$ cat src/rtl/vita49_pkg.sv
// Shared VITA49 definitions used by the packer and the unpacker:
// FSM encodings, ctrl bit indices, header field codes, byte-order helper.
package vita49_pkg;

    typedef enum logic [2:0] {
        IDLE    = 3'd0,
        HDR     = 3'd1,
        STRM_ID = 3'd2,
        TSI     = 3'd3,
        TSF_0   = 3'd4,
        TSF_1   = 3'd5,
        PAYLOAD = 3'd6,
        PAD     = 3'd7
    } v49_state_t;

    localparam int CTRL_START  = 0;
    localparam int CTRL_SRST   = 1;
    localparam int CTRL_PASS   = 2;
    localparam int CTRL_TSI_EN = 3;
    localparam int CTRL_TSF_EN = 4;

    localparam logic [3:0] PKT_TYPE_IF_SID = 4'b0001;
    localparam logic [1:0] TSI_UTC         = 2'b01;
    localparam logic [1:0] TSF_SAMPLE      = 2'b10;

    function automatic logic [31:0] net_order(input logic [31:0] d);
        return {d[7:0], d[15:8], d[23:16], d[31:24]};
    endfunction

endpackage

$ cat src/rtl/vita49_out_reg.sv
// One-entry AXI-Stream output register with valid/ready handshake.
// Ports: clk/async reset, clr (sync flush), ld/ld_data/ld_last load request,
// m_tready in, m_tdata/m_tvalid/m_tlast out, can_load (slot free this cycle).
module vita49_out_reg (
    input  logic        AXIS_ACLK,
    input  logic        AXIS_ARESETN,
    input  logic        clr,
    input  logic        ld,
    input  logic [31:0] ld_data,
    input  logic        ld_last,
    input  logic        m_tready,
    output logic [31:0] m_tdata,
    output logic        m_tvalid,
    output logic        m_tlast,
    output logic        can_load
);

    assign can_load = !m_tvalid || m_tready;

    always_ff @(posedge AXIS_ACLK or negedge AXIS_ARESETN) begin
        if (!AXIS_ARESETN) begin
            m_tvalid <= 1'b0;
            m_tdata  <= 32'd0;
            m_tlast  <= 1'b0;
        end else if (clr) begin
            m_tvalid <= 1'b0;
            m_tdata  <= 32'd0;
            m_tlast  <= 1'b0;
        end else if (can_load) begin
            m_tvalid <= ld;
            m_tlast  <= ld && ld_last;
            if (ld) begin
                m_tdata <= ld_data;
            end
        end
    end

endmodule

$ cat src/rtl/vita49_pack.sv
// VITA49 IF-data packer: wraps raw samples in header/stream-id/timestamps.
// Ports: S_AXIS in, M_AXIS out, ctrl/streamID/payload_len/timestamps, counters.
module vita49_pack
    import vita49_pkg::*;
#(
    parameter logic [15:0] MAX_PAYLOAD = 16'd8192
) (
    input  logic        AXIS_ACLK,
    input  logic        AXIS_ARESETN,
    input  logic [31:0] S_AXIS_TDATA,
    input  logic        S_AXIS_TVALID,
    input  logic        S_AXIS_TLAST,
    output logic        S_AXIS_TREADY,
    output logic [31:0] M_AXIS_TDATA,
    output logic        M_AXIS_TVALID,
    output logic        M_AXIS_TLAST,
    input  logic        M_AXIS_TREADY,
    input  logic [31:0] ctrl,
    input  logic [31:0] streamID,
    input  logic [15:0] payload_len,
    input  logic [31:0] timestamp_sec,
    input  logic [63:0] timestamp_fsec,
    output logic [31:0] pkt_sent,
    output logic [31:0] pad_events,
    output logic [31:0] status,
    output logic [2:0]  Mstate_dbg
);

    v49_state_t  state_q, state_d;

    logic [4:0]  ctrl_q;
    logic [31:0] sid_q;
    logic [15:0] len_q;
    logic        unused_ctrl;

    logic [31:0] sec_q;
    logic [63:0] fsec_q;
    logic        tsi_q, tsf_q;
    logic [15:0] len_l, eff_len, wcnt, pkt_size;
    logic [3:0]  pkt_cnt;
    logic [31:0] pkt_sent_q, pad_q;

    logic        start, srst, pass;
    logic        ld, ld_last, go, adv, pad_start, done, s_ready;
    logic [31:0] ld_data, hdr;
    logic        can_load, r_valid, r_last, last_word, pt_act;
    logic [31:0] r_data;

    assign unused_ctrl = &{1'b0, ctrl[31:5]};

    assign start = ctrl_q[CTRL_START];
    assign srst  = ctrl_q[CTRL_SRST];
    assign pass  = ctrl_q[CTRL_PASS];

    always_ff @(posedge AXIS_ACLK or negedge AXIS_ARESETN) begin
        if (!AXIS_ARESETN) begin
            ctrl_q <= '0;
            sid_q  <= '0;
            len_q  <= '0;
        end else begin
            ctrl_q <= ctrl[4:0];
            sid_q  <= streamID;
            len_q  <= payload_len;
        end
    end

    always_comb begin
        if (len_q == 16'd0)
            eff_len = 16'd1;
        else if (len_q > MAX_PAYLOAD)
            eff_len = MAX_PAYLOAD;
        else
            eff_len = len_q;
    end

    assign pkt_size = 16'd2 + {15'd0, tsi_q}
                    + {14'd0, tsf_q, 1'b0} + len_l;

    assign hdr = {PKT_TYPE_IF_SID, 1'b0, 1'b0, 2'b00,
                  tsi_q ? TSI_UTC : 2'b00,
                  tsf_q ? TSF_SAMPLE : 2'b00,
                  pkt_cnt, pkt_size};

    assign last_word = (wcnt == len_l - 16'd1);

    always_ff @(posedge AXIS_ACLK or negedge AXIS_ARESETN) begin
        if (!AXIS_ARESETN)
            state_q <= IDLE;
        else
            state_q <= state_d;
    end

    always_comb begin
        state_d   = state_q;
        ld        = 1'b0;
        ld_data   = 32'd0;
        ld_last   = 1'b0;
        go        = 1'b0;
        adv       = 1'b0;
        pad_start = 1'b0;
        done      = 1'b0;
        s_ready   = (state_q == PAYLOAD) && can_load;
        unique case (state_q)
            IDLE: begin
                if (start && !pass && S_AXIS_TVALID) begin
                    go      = 1'b1;
                    state_d = HDR;
                end
            end
            HDR: begin
                if (can_load) begin
                    ld      = 1'b1;
                    ld_data = net_order(hdr);
                    state_d = STRM_ID;
                end
            end
            STRM_ID: begin
                if (can_load) begin
                    ld      = 1'b1;
                    ld_data = net_order(sid_q);
                    state_d = tsi_q ? TSI : (tsf_q ? TSF_0 : PAYLOAD);
                end
            end
            TSI: begin
                if (can_load) begin
                    ld      = 1'b1;
                    ld_data = net_order(sec_q);
                    state_d = tsf_q ? TSF_0 : PAYLOAD;
                end
            end
            TSF_0: begin
                if (can_load) begin
                    ld      = 1'b1;
                    ld_data = net_order(fsec_q[63:32]);
                    state_d = TSF_1;
                end
            end
            TSF_1: begin
                if (can_load) begin
                    ld      = 1'b1;
                    ld_data = net_order(fsec_q[31:0]);
                    state_d = PAYLOAD;
                end
            end
            PAYLOAD: begin
                if (S_AXIS_TVALID && s_ready) begin
                    ld      = 1'b1;
                    adv     = 1'b1;
                    ld_data = net_order(S_AXIS_TDATA);
                    ld_last = last_word;
                    if (last_word) begin
                        done    = 1'b1;
                        state_d = IDLE;
                    end else if (S_AXIS_TLAST) begin
                        // short input frame: fill the rest with zeros
                        pad_start = 1'b1;
                        state_d   = PAD;
                    end
                end
            end
            PAD: begin
                if (can_load) begin
                    ld      = 1'b1;
                    adv     = 1'b1;
                    ld_last = last_word;
                    if (last_word) begin
                        done    = 1'b1;
                        state_d = IDLE;
                    end
                end
            end
        endcase
        if (srst) begin
            state_d = IDLE;
            ld      = 1'b0;
        end
    end

    always_ff @(posedge AXIS_ACLK or negedge AXIS_ARESETN) begin
        if (!AXIS_ARESETN) begin
            sec_q      <= '0;
            fsec_q     <= '0;
            tsi_q      <= 1'b0;
            tsf_q      <= 1'b0;
            len_l      <= 16'd1;
            wcnt       <= '0;
            pkt_cnt    <= '0;
            pkt_sent_q <= '0;
            pad_q      <= '0;
        end else if (srst) begin
            wcnt       <= '0;
            pkt_cnt    <= '0;
            pkt_sent_q <= '0;
            pad_q      <= '0;
        end else begin
            if (go) begin
                sec_q  <= timestamp_sec;
                fsec_q <= timestamp_fsec;
                tsi_q  <= ctrl_q[CTRL_TSI_EN];
                tsf_q  <= ctrl_q[CTRL_TSF_EN];
                len_l  <= eff_len;
                wcnt   <= '0;
            end else if (adv) begin
                wcnt <= wcnt + 16'd1;
            end
            if (done) begin
                pkt_cnt    <= pkt_cnt + 4'd1;
                pkt_sent_q <= pkt_sent_q + 32'd1;
            end
            if (pad_start)
                pad_q <= pad_q + 32'd1;
        end
    end

    vita49_out_reg u_out (
        .AXIS_ACLK    (AXIS_ACLK),
        .AXIS_ARESETN (AXIS_ARESETN),
        .clr          (srst),
        .ld           (ld),
        .ld_data      (ld_data),
        .ld_last      (ld_last),
        .m_tready     (M_AXIS_TREADY),
        .m_tdata      (r_data),
        .m_tvalid     (r_valid),
        .m_tlast      (r_last),
        .can_load     (can_load)
    );

    // bypass only once a packet has fully drained from the register
    assign pt_act = (state_q == IDLE) && pass && !r_valid;

    assign M_AXIS_TDATA  = pt_act ? S_AXIS_TDATA  : r_data;
    assign M_AXIS_TVALID = pt_act ? S_AXIS_TVALID : r_valid;
    assign M_AXIS_TLAST  = pt_act ? S_AXIS_TLAST  : r_last;
    assign S_AXIS_TREADY = pt_act ? M_AXIS_TREADY : s_ready;

    assign pkt_sent   = pkt_sent_q;
    assign pad_events = pad_q;
    assign Mstate_dbg = state_q;
    assign status     = {start, srst, pass, AXIS_ARESETN, 25'd0, state_q};

endmodule

$ cat config.mk
export PLATFORM = sky130hd
export DESIGN_NAME = vita49_pack
export DESIGN_NICKNAME = d
export VERILOG_FILES = /design/src/rtl/vita49_pkg.sv /design/src/rtl/vita49_out_reg.sv /design/src/rtl/vita49_pack.sv
export SDC_FILE = /design/constraint.sdc
export NUM_CORES = 1
export LEC_CHECK = 0
export BUFFER_PORTS_ARGS = -buffer_cell sky130_fd_sc_hd__buf_2
export CORE_UTILIZATION = 39
export CTS_BUF_LIST = sky130_fd_sc_hd__clkbuf_2
export DETAILED_ROUTE_END_ITERATION = 6
export PLACE_DENSITY_LB_ADDON = 0.05
export SETUP_SLACK_MARGIN = 0.5
export SYNTH_ARGS = -nofsm -noshare
export SYNTH_HDL_FRONTEND = slang
export SYNTH_HIERARCHICAL = 1
export SYNTH_SLANG_ARGS = --single-unit
export TNS_END_PERCENT = 5
$ cat constraint.sdc
create_clock -name AXIS_ACLK -period 3.2 [get_ports AXIS_ACLK]
set_clock_uncertainty 0.15 [all_clocks]
set_input_delay 0.16 -clock AXIS_ACLK [delete_from_list [all_inputs] [get_ports AXIS_ACLK]]
set_output_delay 0.16 -clock AXIS_ACLK [all_outputs]
set_load 0.05 [all_outputs]
==> impl_results.md, run 1 <==
* Outcome: finished clean
* Sequential element share of the synthesized area at approximately 49%
* Detailed-route DRC error count at 0
* Min-delay worst type: primary input to flop
* Req. time, crit path at 3.91 ns
* Crit Path Max Fanout at 40
* Worst R2R Setup Slack at approximately 0.06 ns
* Worst Tran Pin Value at between 1 and 1.5 ns
* Slew Viols, Final at 0
* H-tree depth at 3
* Synth-to-Final Area Change at 59.4%
* DRT Pass-1 Iters at 5
* WHS Endpoint: u_out/m_tdata[21]
* DR vias/cell at 5.27
* Main synth FF type: dfrtp_1
* Number of register bits inferred by synthesis at ~290
* Synthesized area at 14600 sq um
* Syn Area/Cell at 9.28 sq um
* RSZ-0062 raised after global routing: true
* Root Driver: clkbuf_2
* Cts bufs inserted at 83
* Crit-path cells: nor3_4, buf_6, nand4_4, or3b_4, a31oi_4, o211a_4, nand3_4, buf_12, or4_4, a21oi_2
* Fin. Hold Viols at 0
* Biggest cell delay along the critical path at 0.53 ns
* Vias in the first global route at around 16000
* Worst-case reg-to-reg path depth at 10
* Clock latency on the worst-skew pair at around 1.0 ns
* Setup violations, final at 0
* Via count at 15300
* Share of cells above drive strength 1 at 27.7%
* Post-synth ARST share at 100%
* Buffers on Ports at between 200 and 300
* Initial antenna violation count at 7
* Slowest-stage cell, CP: or4_4
* Die X at 195 um
* Worst slew margin at 9.59%
* Crit end category: flop
* Final Cycle Share at 98.1%
* Area leader, netlist: dfrtp_1
* Die ar. at around 38000 sq um
* Total power at 13.7 mW
* R2R Path Start: len_l[2]
* EDFF count, synth at 0
* Hold_sp: S_AXIS_TDATA[13]
* Routed WL at 55500 um
* FP Rows at 70
* Hold Crit Depth at 6
* Starting Density at 39.7%
* Clock slew at reported path FFs at 0.12 ns
* Arr. time, crit path at 3.85 ns
* Sum Neg Setup Slack at 0 ns
* FF-to-FF End: pkt_sent[8]
* Max_cap viols at 0
* Cell variety after synth at 74
* HPWL Detailed at 32600 um
* RePlAce Congestion at 0.837
* Critical path type: flop to flop
* Top Ports at 347
* Min Tclk post-route at 3.14 ns
* First-pass GRT wire length at 86600 um
* CTS tree: yes
* Post-synth top area share at about half
* Largest net degree at the start of global routing at 116
* Cell Pwr Density at between 500 and 600 nW/um^2
* Final nets at 2589
* YS warnings at 6
* Synth Instances at 1569
* GRT Residual Overflow at 0
* Max Fclk at 0.318 GHz
* Die height at 195 um
* LEAKAGE at 10.6 nW
* Max rail drop VDD at approximately 0.00035 V
* Core area at 36700 sq um
* Top post-synthesis cells by area: dfrtp_1 49%, nand2_1 9.3%, a21oi_1 3.1%
* Post-route ant nets at 0
* Starting DRT DRC Count at roughly 940
* Total track usage at 29.1%
* Setup crit start kind: flop
* CTS sink count at 288
* Maximum clock path buffer count at 3
* WL/cell at 19.1 um
* Fillers at 2938
==> sequential cells by signal, summed over array words and instances, names as in the netlist <==
| name | count |
|---|---|
| u_out/m_tdata | 32 |
| pkt_sent | 32 |
| wcnt | 16 |
| fsec_q | 64 |
| len_q | 16 |
| u_out/m_tlast | 1 |
| pkt_cnt | 4 |
| u_out/m_tvalid | 1 |
| sid_q | 32 |
| tsf_q | 1 |
| len_l | 16 |
| Mstate_dbg | 3 |
| ctrl_q | 5 |
| pad_events | 32 |
| tsi_q | 1 |
| sec_q | 32 |
==> Yosys cell counts (all sizes together) (3+ instances only) <==
cell    count
and4        9
xnor2      26
nand4      21
or2         3
and2        8
a221o      12
o21a       14
buf        62
nor2b       4
o211ai      3
mux2       35
nand2     361
mux2i      23
or3        34
a21oi      91
o31ai      17
ha          9
nor4       12
nor3       19
o41ai       3
nand3      76
and3       11
o21ai      86
dfrtp     287
or4        14
nand3b      5
a22o       20
a222oi     10
a22oi      47
nor4b       3
clkbuf     72
nand2b      3
xor2       30
o22ai       5
nor2       65
inv        36
==> per-stage QoR <==
| stage | area (sq um) | hold slack [ns] | cells | util (%) | setup slack (ns) |
|---|---|---|---|---|---|
| 3_3_place_gp | 16600 | -0.115 | 2288 | 45.4 | 0.110 |
| 4_1_cts | 22700 | 0.00260 | 2893 | 61.8 | -0.0253 |
| 3_5_place_dp | 16600 | -0.113 | 2288 | 45.4 | 0.0629 |
| 6_report | 23200 | 0.0866 | 2909 | 63.3 | 0.0602 |
| 5_1_grt | 23200 | 0.0357 | 2908 | 63.2 | -0.0718 |
| 2_1_floorplan | 14700 | -0.286 | 1593 | - | 0.339 |
==> where the power goes <==
group | total (mW) | switching, mW | internal [mW] | leakage, nW
Sequential | 4.81 | 0.484 | 4.33 | 3.73
Combinational | 6.04 | 3.44 | 2.60 | 6.27
Clock | 2.87 | 1.71 | 1.16 | 0.600
==> worst max path at each step <==
| stage | startpoint | to | slack (ns) | cells after the start |
|---|---|---|---|---|
| 6_report | len_l[2] | pkt_sent[8] | 0.06 | 10 |
| 3_3_place_gp | len_l[0] | pad_events[18] | 0.11 | 11 |
| 5_1_grt | Mstate_dbg[2] | M_AXIS_TDATA[7] | -0.07 | 8 |
| 3_5_place_dp | len_l[0] | Mstate_dbg[1] | 0.06 | 10 |
| 2_1_floorplan | len_l[7] | pkt_sent[22] | 0.34 | 10 |
| 4_1_cts | Mstate_dbg[1] | M_AXIS_TDATA[25] | -0.03 | 8 |
==> area by class of cell <==
cell class              count  area, sq um  area share (%)
diodes                     11         27.5           0.119
clock buffers             129          646            2.78
clock inverters            20          129           0.555
inverters                  36          135           0.582
multi-input cells        1135         7280            31.4
flip-flops and latches    288         7230            31.1
well taps                 468          586            2.52
repair buffers            822         7180            30.9
==> worst max-delay path, delay by kind of cell, from the launching register on <==
kind                   cells  cell delay, ns
AO/OA/AOI/OAI              3            0.65
buffers and inverters      2            0.36
AND/OR/NAND/NOR            5            1.41
flip-flops                 1            0.43
==> cell usage in the layout, fill, tap and decap left out, types with 7 or more instances in the layout <==
| cell type | instances |
|---|---|
| mux2_4 | 34 |
| inv_2 | 7 |
| clkbuf_2 | 129 |
| or4_1 | 9 |
| o21a_1 | 14 |
| a22oi_1 | 47 |
| o21ai_0 | 73 |
| a21oi_1 | 76 |
| clkinv_1 | 11 |
| dlygate4sd3_1 | 444 |
| a221o_1 | 12 |
| nand4_1 | 20 |
| nor2_1 | 57 |
| or3_1 | 25 |
| buf_2 | 259 |
| diode_2 | 11 |
| and3_1 | 9 |
| conb_1 | 25 |
| a22o_1 | 20 |
| buf_12 | 11 |
| xnor2_1 | 22 |
| o21ai_1 | 11 |
| o31ai_1 | 15 |
| buf_8 | 32 |
| a21oi_2 | 15 |
| a222oi_1 | 10 |
| buf_4 | 53 |
| inv_1 | 30 |
| buf_6 | 14 |
| and4_1 | 8 |
| nand2_1 | 358 |
| or3_4 | 9 |
| mux2i_1 | 22 |
| dfrtp_2 | 14 |
| dfrtp_1 | 272 |
| nand3_1 | 71 |
| nor3_1 | 12 |
| xor2_1 | 29 |
==> cell families after synthesis <==
family | count (synthesis) | share of synthesized area (%)
AND/OR/NAND/NOR | 655 | 21.0
AO/OA/AOI/OAI | 330 | 15.1
flip-flops | 288 | 49.5
buffers and inverters | 170 | 5.81
multiplexers | 58 | 4.29
XOR/XNOR | 56 | 3.37
adder cells (fa/ha/maj) | 11 | 0.979
other | 1 | 0.0258
==> per-layer routing <==
layer | up-vias | part of all wire, % | track usage (%)
met5 | - | 0.029 | 0
met3 | 140 | 6.6 | 7.08
met2 | 573 | 49 | 49.6
met4 | 2 | 3.5 | 12.7
met1 | 7497 | 40 | 34.9
li1 | 7116 | - | -
==> timing repair <==
| action | CTS | global route |
|---|---|---|
| resized for setup | 166 | 105 |
| pin swaps | 138 | 100 |
| hold buffers | 449 | 0 |
| hold endpoints to repair | 536 | 0 |
| buffers inserted | 3 | 4 |
| setup endpoints to repair | 128 | 151 |
| cloned | 4 | 1 |
No activity file was read; power rests on OpenSTA's default activity.
==> run 2: changes to the inputs <==
ABC_AREA = 1   (was not set)
CAP_MARGIN = 20   (was not set)
REMOVE_ABC_BUFFERS = 1   (was not set)
==> run 2 against run 1 <==
Compared with the run above:
- flip-flop and latch count unchanged
- hold slack improved by 0.016 ns
- routed wire length increased by 11%
- cell count increased by 14%
- final area increased by 1.2%
- combinational power increased by 5.5%
- die area increased by 9.1%
- highest routed layer unchanged
==> impl_results.md, run 2 <==
* Crit end category: flop (unchanged)
* Worst Tran Pin Value at 0.756 ns (was 1.35 ns)
* LEAKAGE at 11.0 nW (was 10.6 nW)
* Req. time, crit path at 4.02 ns (was 3.91 ns)
* Arr. time, crit path at 3.68 ns (was 3.85 ns)
* Maximum clock path buffer count at 3 (unchanged)
* Cell variety after synth at 54 (was 74)
* Sum Neg Setup Slack at 0 ns (unchanged)
* Most common cell after layout, fill and taps aside: nand2_1 (was dlygate4sd3_1)
* Sequential element share of the synthesized area at 45.3% (was 49.5%)
* Clock slew at reported path FFs at 0.12 ns (about the same)
* Routed WL at 61800 um (was 55500 um)
* Post-Synth Adder-Cell Area at 0.834% (was 0.979%)
* Min-delay worst type: primary input to asynchronous set/reset pin (was primary input to flop)
* Setup WS pre-CTS at 0.183 ns (was 0.0629 ns)
* HPWL Detailed at 38100 um (was 32600 um)
* Crit-path cells: inv_2, ha_4, inv_4, ha_4, inv_2, fa_2, nor2_4, nand4_1, nor2_2, nand2_1, nor2_2, nand3_2, o21ai_1, o211ai_1, nand3_1, nand4_1, nand2_1 (was nor3_4, buf_6, nand4_4, or3b_4, a31oi_4, o211a_4, nand3_4, buf_12, or4_4, a21oi_2)
* Share of cells above drive strength 1 at 23.6% (was 27.7%)
* Starting Density at 39.8% (was 39.7%)
* Area leader, netlist: dfrtp_1 (unchanged)
* WL/cell at 18.7 um (was 19.1 um)
* Multiplexer area fraction after synthesis at 0% (was 4.29%)
* Biggest cell delay along the critical path at 0.43 ns (was 0.53 ns)
* Synthesized area at 15900 sq um (was 14600 sq um)
* Die X at 204 um (was 195 um)
* Setup crit start kind: flop (unchanged)
* Final instance area at 23500 sq um (was 23200 sq um)
* Most frequent cells in the layout: 638 x nand2_1, 415 x dlygate4sd3_1, 283 x dfrtp_1 (was 444 x dlygate4sd3_1, 358 x nand2_1, 272 x dfrtp_1)
* FP Rows at 73 (was 70)
* Starting DRT DRC Count at 1245 (was 935)
* First-pass GRT wire length at 96400 um (was 86600 um)
* Buffers on Ports at 294 (unchanged)
* Final Cycle Share at 89.5% (was 98.1%)
* Max_cap viols at 0 (unchanged)
* Largest family of logic cells by synthesized area: simple AND/OR/NAND/NOR gates (unchanged)
* RSZ-0062 raised after global routing: true (unchanged)
* Total power at 14.4 mW (was 13.7 mW)
* Fin. Hold Viols at 0 (unchanged)
* Biggest register: fsec_q (unchanged)
* Initial antenna violation count at 4 (was 7)
* Setup violations, final at 0 (unchanged)
* M3 GR Usage at 5.56% (was 7.08%)
* Final nets at 2936 (was 2589)
* Die ar. at 41600 sq um (was 38100 sq um)
* Total track usage at 29.8% (was 29.1%)
* Crit Path Max Fanout at 3 (was 40)
* CTS sink count at 288 (unchanged)
* Via count at 17000 (was 15300)
* Outcome: finished clean (unchanged)
* Max Fclk at 0.349 GHz (was 0.318 GHz)
* GR Layer Usage met1 at 38.4% (was 34.9%)
* Number of register bits inferred by synthesis at 288 (unchanged)
* Cts bufs inserted at 84 (was 83)
* Slew Viols, Final at 0 (unchanged)
* Post-synth ARST share at 100% (unchanged)
* Synth-to-Final Area Change at 47.7% (was 59.4%)
* Post-route ant nets at 0 (unchanged)
* Post-synth top area share at 45.2% (was 49.3%)
* Placed cell area at 17700 sq um (was 16600 sq um)
* Slowest-stage cell, CP: dfrtp_1 (was or4_4)
* Final setup margin at 0.337 ns (was 0.0602 ns)
* Synth Instances at 1974 (was 1569)
* Syn Area/Cell at 8.06 sq um (was 9.28 sq um)
* H-tree depth at 3 (unchanged)
* Main synth FF type: dfrtp_1 (unchanged)
* Die height at 204 um (was 195 um)
* Simple-gate share of the synthesized area at 30.4% (was 21.0%)
* Max rail drop VDD at 0.000341 V (was 0.000355 V)
* Post-synthesis xor/xnor area fraction at 4.52% (was 3.37%)
* Cell Pwr Density at 615 nW/um^2 (was 591 nW/um^2)
* Largest net degree at the start of global routing at 115 (was 116)
* Top Ports at 347 (unchanged)
* Synth cell count leaders: 686 x nand2_1, 287 x dfrtp_1, 127 x inv_1, 122 x nor2_1, 108 x nand3_1 (was 361 x nand2_1, 287 x dfrtp_1, 91 x a21oi_1, 79 x o21ai_0, 75 x nand3_1)
* Max reg flops at 64 (unchanged)
* YS warnings at 6 (unchanged)
* Vias in the first global route at 17500 (was 16000)
* Min Tclk post-route at 2.86 ns (was 3.14 ns)
* Worst slew margin at 49.6% (was 9.59%)
* Met2 GRT Util at 49.3% (was 49.6%)
* Top post-synthesis cells by area: dfrtp_1 45%, nand2_1 16%, nand3_1 3.4% (was dfrtp_1 49%, nand2_1 9.3%, a21oi_1 3.1%)
* Busiest grt layer: met2 (unchanged)
* Core area at 40000 sq um (was 36700 sq um)
* CTS tree: yes (unchanged)
* EDFF count, synth at 0 (unchanged)
* Most frequent cell after synthesis: nand2_1 (unchanged)
* Synth Area in Compound Gates at 10.4% (was 15.1%)
* Detailed-route DRC error count at 0 (unchanged)
* GRT Residual Overflow at 0 (unchanged)
* DRT Pass-1 Iters at 5 (unchanged)
* Root Driver: clkbuf_2 (unchanged)
* DR vias/cell at 5.14 (was 5.27)
* RePlAce Congestion at 0.911 (was 0.837)
* Clock latency on the worst-skew pair at 1.04 ns (about the same)
* Critical path type: flop to flop (unchanged)
==> run 2: changes by cell type after synthesis, moves of 23 or more <==
cell and delta:
a32o_1 +23, or3_1 -34, mux2_2 -35, nor2_1 +57, o21ai_0 -28, nor3_1 +24
nand2_1 +325, a21oi_1 -63, nand3_1 +33, nand4_1 +38, inv_1 +93, xor2_1 +24
mux2i_1 -23, a22oi_1 -37
==> run 2: routing by layer <==
| layer | wire (um) | part of all wire, % | vias to the layer above |
|---|---|---|---|
| li1 | - | - | 7983 |
| met1 | 26300 | 43 | 8249 |
| met2 | 30000 | 49 | 629 |
| met3 | 3360 | 5.4 | 158 |
| met4 | 2020 | 3.3 | 2 |
| met5 | 15 | 0.024 | - |
==> run 2: through the flow <==
stage / cells / utilization, % / hold WS [ns]
after floorplan: 1865 / - / -0.286
after global placement: 2718 / 44.2 / -0.0250
after detailed placement: 2718 / 44.2 / -0.0229
after CTS: 3295 / 57.8 / 0.00856
after global routing: 3307 / 58.7 / -0.0128
final: 3309 / 58.7 / 0.102
==> run 2: worst paths after layout <==
| kind | start | end | depth (start not counted) | slack (ns) |
|---|---|---|---|---|
| max | len_l[1] | u_out/m_tdata[21] | 17 | 0.34 |
| max in group asynchronous | AXIS_ARESETN | ctrl_q[1] | 5 | 1.99 |
| min in group AXIS_ACLK | S_AXIS_TDATA[8] | u_out/m_tdata[16] | 6 | 0.10 |
| max reg2reg | len_l[1] | u_out/m_tdata[21] | 17 | 0.34 |
| min reg2reg | sec_q[26] | sec_q[26] | 2 | 0.33 |
| min | AXIS_ARESETN | len_q[5] | 4 | 0.10 |
==> run 2: cells by family (layout without fill, tap and decap cells) <==
family | after synthesis | in the layout
adders and majority gates | 10 | 10
and+or+nand+nor | 1097 | 1097
xor gates and xnor gates | 82 | 82
other | 1 | 30
buffers and inverters | 274 | 1055
AOI/OAI and AO/OA | 222 | 222
DFF | 288 | 288
==> run 2: final cells by class <==
type | count | area (sq um)
fill | 3641 | 16500
timing repair buffer | 762 | 6500
clock inverter | 33 | 198
antenna | 5 | 12.5
inverter | 141 | 547
clock buffer | 119 | 596
multi-input combinational | 1436 | 7770
tap | 525 | 657
sequential | 288 | 7210
==> run 2: timing repair <==
action,CTS,global route
cloned,2,3
buffers inserted,7,6
endpoints found under the hold margin,539,0
resized for setup,113,82
pin swaps,3,17
endpoints found under the setup margin,80,159
hold buffers,416,0
==> run 2: power by group <==
group          switching, mW  total [mW]  leakage, nW  internal, mW
logic                   4.03        6.37         6.71          2.34
clock network           1.78        2.96        0.586          1.18
registers              0.663        5.11         3.73          4.44
==> run 2: critical path: cells and delay by family, from the launching register on <==
family                     cells  cell delay [ns]
DFF                            1             0.43
buffers and inverters          3             0.18
adders and majority gates      3             0.70
and+or+nand+nor                9             1.08
AOI/OAI and AO/OA              2             0.26
==> run 3: changes to the inputs <==
clock period = 3.65 ns   (was 3.2 ns; I/O delays follow)
==> run 3 against run 2 <==
Compared with the run above:
- via count fell by 2.1%
- combinational power fell by 21%
- largest power group unchanged
- sequential power fell by 12%
- critical path depth fell by 9
- clock power fell by 14%
- global-route usage fell by 0.86 points
- cell count fell by 0.76%
- first-iteration DRC count fell by 3.3%
==> impl_results.md, run 3 (synthesized netlist as in run 2, its figures left out) <==
* Post-route ant nets at 0 (unchanged)
* Die X at 204 um (unchanged)
* Most common cell after layout, fill and taps aside: nand2_1 (unchanged)
* Most frequent cells in the layout: 685 x nand2_1, 407 x dlygate4sd3_1, 288 x buf_2 (was 638 x nand2_1, 415 x dlygate4sd3_1, 283 x dfrtp_1)
* Worst R2R Setup Slack at 0.58 ns (was 0.34 ns)
* Largest net degree at the start of global routing at 137 (was 115)
* LEAKAGE at 10.8 nW (was 11.0 nW)
* Clock slew at reported path FFs at 0.10 ns (was 0.12 ns)
* Detailed-route DRC error count at 0 (unchanged)
* DRT Pass-1 Iters at 6 (was 5)
* RSZ-0062 raised after global routing: true (unchanged)
* Outcome: finished clean (unchanged)
* Max rail drop VDD at 0.000285 V (was 0.000341 V)
* Min Tclk post-route at between 3 and 4 ns
* Vias in the first global route at 16700 (was 17500)
* Maximum clock path buffer count at 3 (unchanged)
* Max Fclk at 0.324 GHz
* Final nets at 2910 (was 2936)
* HPWL Detailed at 37600 um (was 38100 um)
* H-tree depth at 3 (unchanged)
* Total power at 12.1 mW (was 14.4 mW)
* Cell Pwr Density at 531 nW/um^2 (was 615 nW/um^2)
* Crit end category: output port (was flop)
* Top Ports at 347 (unchanged)
* Setup violations, final at 0 (unchanged)
* Root Driver: clkbuf_2 (unchanged)
* Core area at 40000 sq um (unchanged)
* Via count at 16700 (was 17000)
* Req. time, crit path at 3.32 ns (was 4.02 ns)
* Critical path type: flop to output port (was flop to flop)
* Buffers on Ports at 294 (unchanged)
* RePlAce Congestion at 0.906 (was 0.911)
* Max reg flops at 64 (unchanged)
* Share of cells above drive strength 1 at 21.6% (was 23.6%)
* WL/cell at 18.3 um (was 18.7 um)
* Crit Path Max Fanout at 26 (was 3)
* Sum Neg Setup Slack at 0 ns (unchanged)
* Final Cycle Share at a little over four fifths
* Worst Tran Pin Value at 1.01 ns (was 0.756 ns)
* Setup crit start kind: flop (unchanged)
* Total track usage at 28.9% (was 29.8%)
* Biggest register: fsec_q (unchanged)
* Min-delay worst type: primary input to flop (was primary input to asynchronous set/reset pin)
* Die height at 204 um (unchanged)
* Final setup margin at 0.564 ns (was 0.337 ns)
* Min Hold Slack at 0.129 ns (was 0.102 ns)
* Routed WL at 60100 um (was 61800 um)
* Starting Density at 39.8% (unchanged)
* Die ar. at 41600 sq um (unchanged)
* Initial antenna violation count at 5 (was 4)
* First-pass GRT wire length at 92900 um (was 96400 um)
* Slew Viols, Final at 0 (unchanged)
* CTS sink count at 288 (unchanged)
* Fin. Hold Viols at 0 (unchanged)
* DR vias/cell at 5.07 (was 5.14)
* Starting DRT DRC Count at 1204 (was 1245)
* Arr. time, crit path at 2.75 ns (was 3.68 ns)
* Cts bufs inserted at 83 (was 84)
* Worst slew margin at 32.3% (was 49.6%)
* Synth-to-Final Area Change at 42.7% (was 47.7%)
* CTS tree: yes (unchanged)
* Max_cap viols at 0 (unchanged)
* Setup WS pre-CTS at 0.498 ns (was 0.183 ns)
* Clock latency on the worst-skew pair at 1.00 ns (was 1.04 ns)
* GRT Residual Overflow at 0 (unchanged)
* FP Rows at 73 (unchanged)
-- run 3: where the power goes --
| part | switching, mW | total (mW) | leakage (nW) | internal (mW) |
|---|---|---|---|---|
| Clock | 1.54 | 2.54 | 0.589 | 1.01 |
| Combinational | 3.32 | 5.04 | 6.53 | 1.72 |
| Sequential | 0.584 | 4.48 | 3.73 | 3.90 |
| Total | 5.44 | 12.1 | 10.8 | 6.62 |
-- run 3: worst paths after layout --
kind / from / to / cells past startpoint
min in group asynchronous: AXIS_ARESETN / wcnt[14] / 4
max in group asynchronous: AXIS_ARESETN / fsec_q[10] / 4
worst min-delay path: S_AXIS_TLAST / Mstate_dbg[1] / 7
worst min register to register: sec_q[26] / sec_q[26] / 2
worst max register to register: Mstate_dbg[0] / u_out/m_tdata[11] / 11
worst max-delay path: Mstate_dbg[2] / M_AXIS_TDATA[19] / 8
-- run 3: area by class of cell --
| class | count | area (sq um) |
|---|---|---|
| diodes | 7 | 17.5 |
| well taps | 525 | 657 |
| multi-input cells | 1436 | 7570 |
| clock inverters | 21 | 118 |
| clock buffers | 129 | 646 |
| flip-flops and latches | 288 | 7210 |
| repair buffers | 737 | 5940 |
| fillers | 3759 | 17300 |
| inverters | 141 | 532 |
-- run 3: per-stage QoR --
step / std cells / area, sq um / util, %
after floorplan: 1865 / 15200 / -
after global placement: 2709 / 17600 / 43.9
after detailed placement: 2709 / 17600 / 43.9
after CTS: 3270 / 22500 / 56.2
after global routing: 3282 / 22700 / 56.7
final: 3284 / 22700 / 56.7
-- run 3: metal layers --
layer / up-vias / share of wire, % / GRT usage (%)
met5: - / 0 / 0
met4: 0 / 3.3 / 11.7
met1: 8030 / 43 / 37.8
met2: 575 / 48 / 47.0
met3: 136 / 6.2 / 5.47
li1: 7919 / - / -
-- run 3: timing repair --
action,4_1_cts,5_1_grt
resized for setup,6,37
pin swaps,1,13
hold endpoints to repair,525,0
hold buffers,408,0
endpoints found under the setup margin,38,73
setup buffers,3,6
-- run 3: critical path, stage by stage, from the launching register on --
cell	delay [ns]
dfrtp_2	0.46
inv_1	0.11
nand2_1	0.15
nor3_4	0.22
inv_2	0.13
buf_8	0.20
nand2_1	0.12
nand2_1	0.12
clkbuf_4	0.23
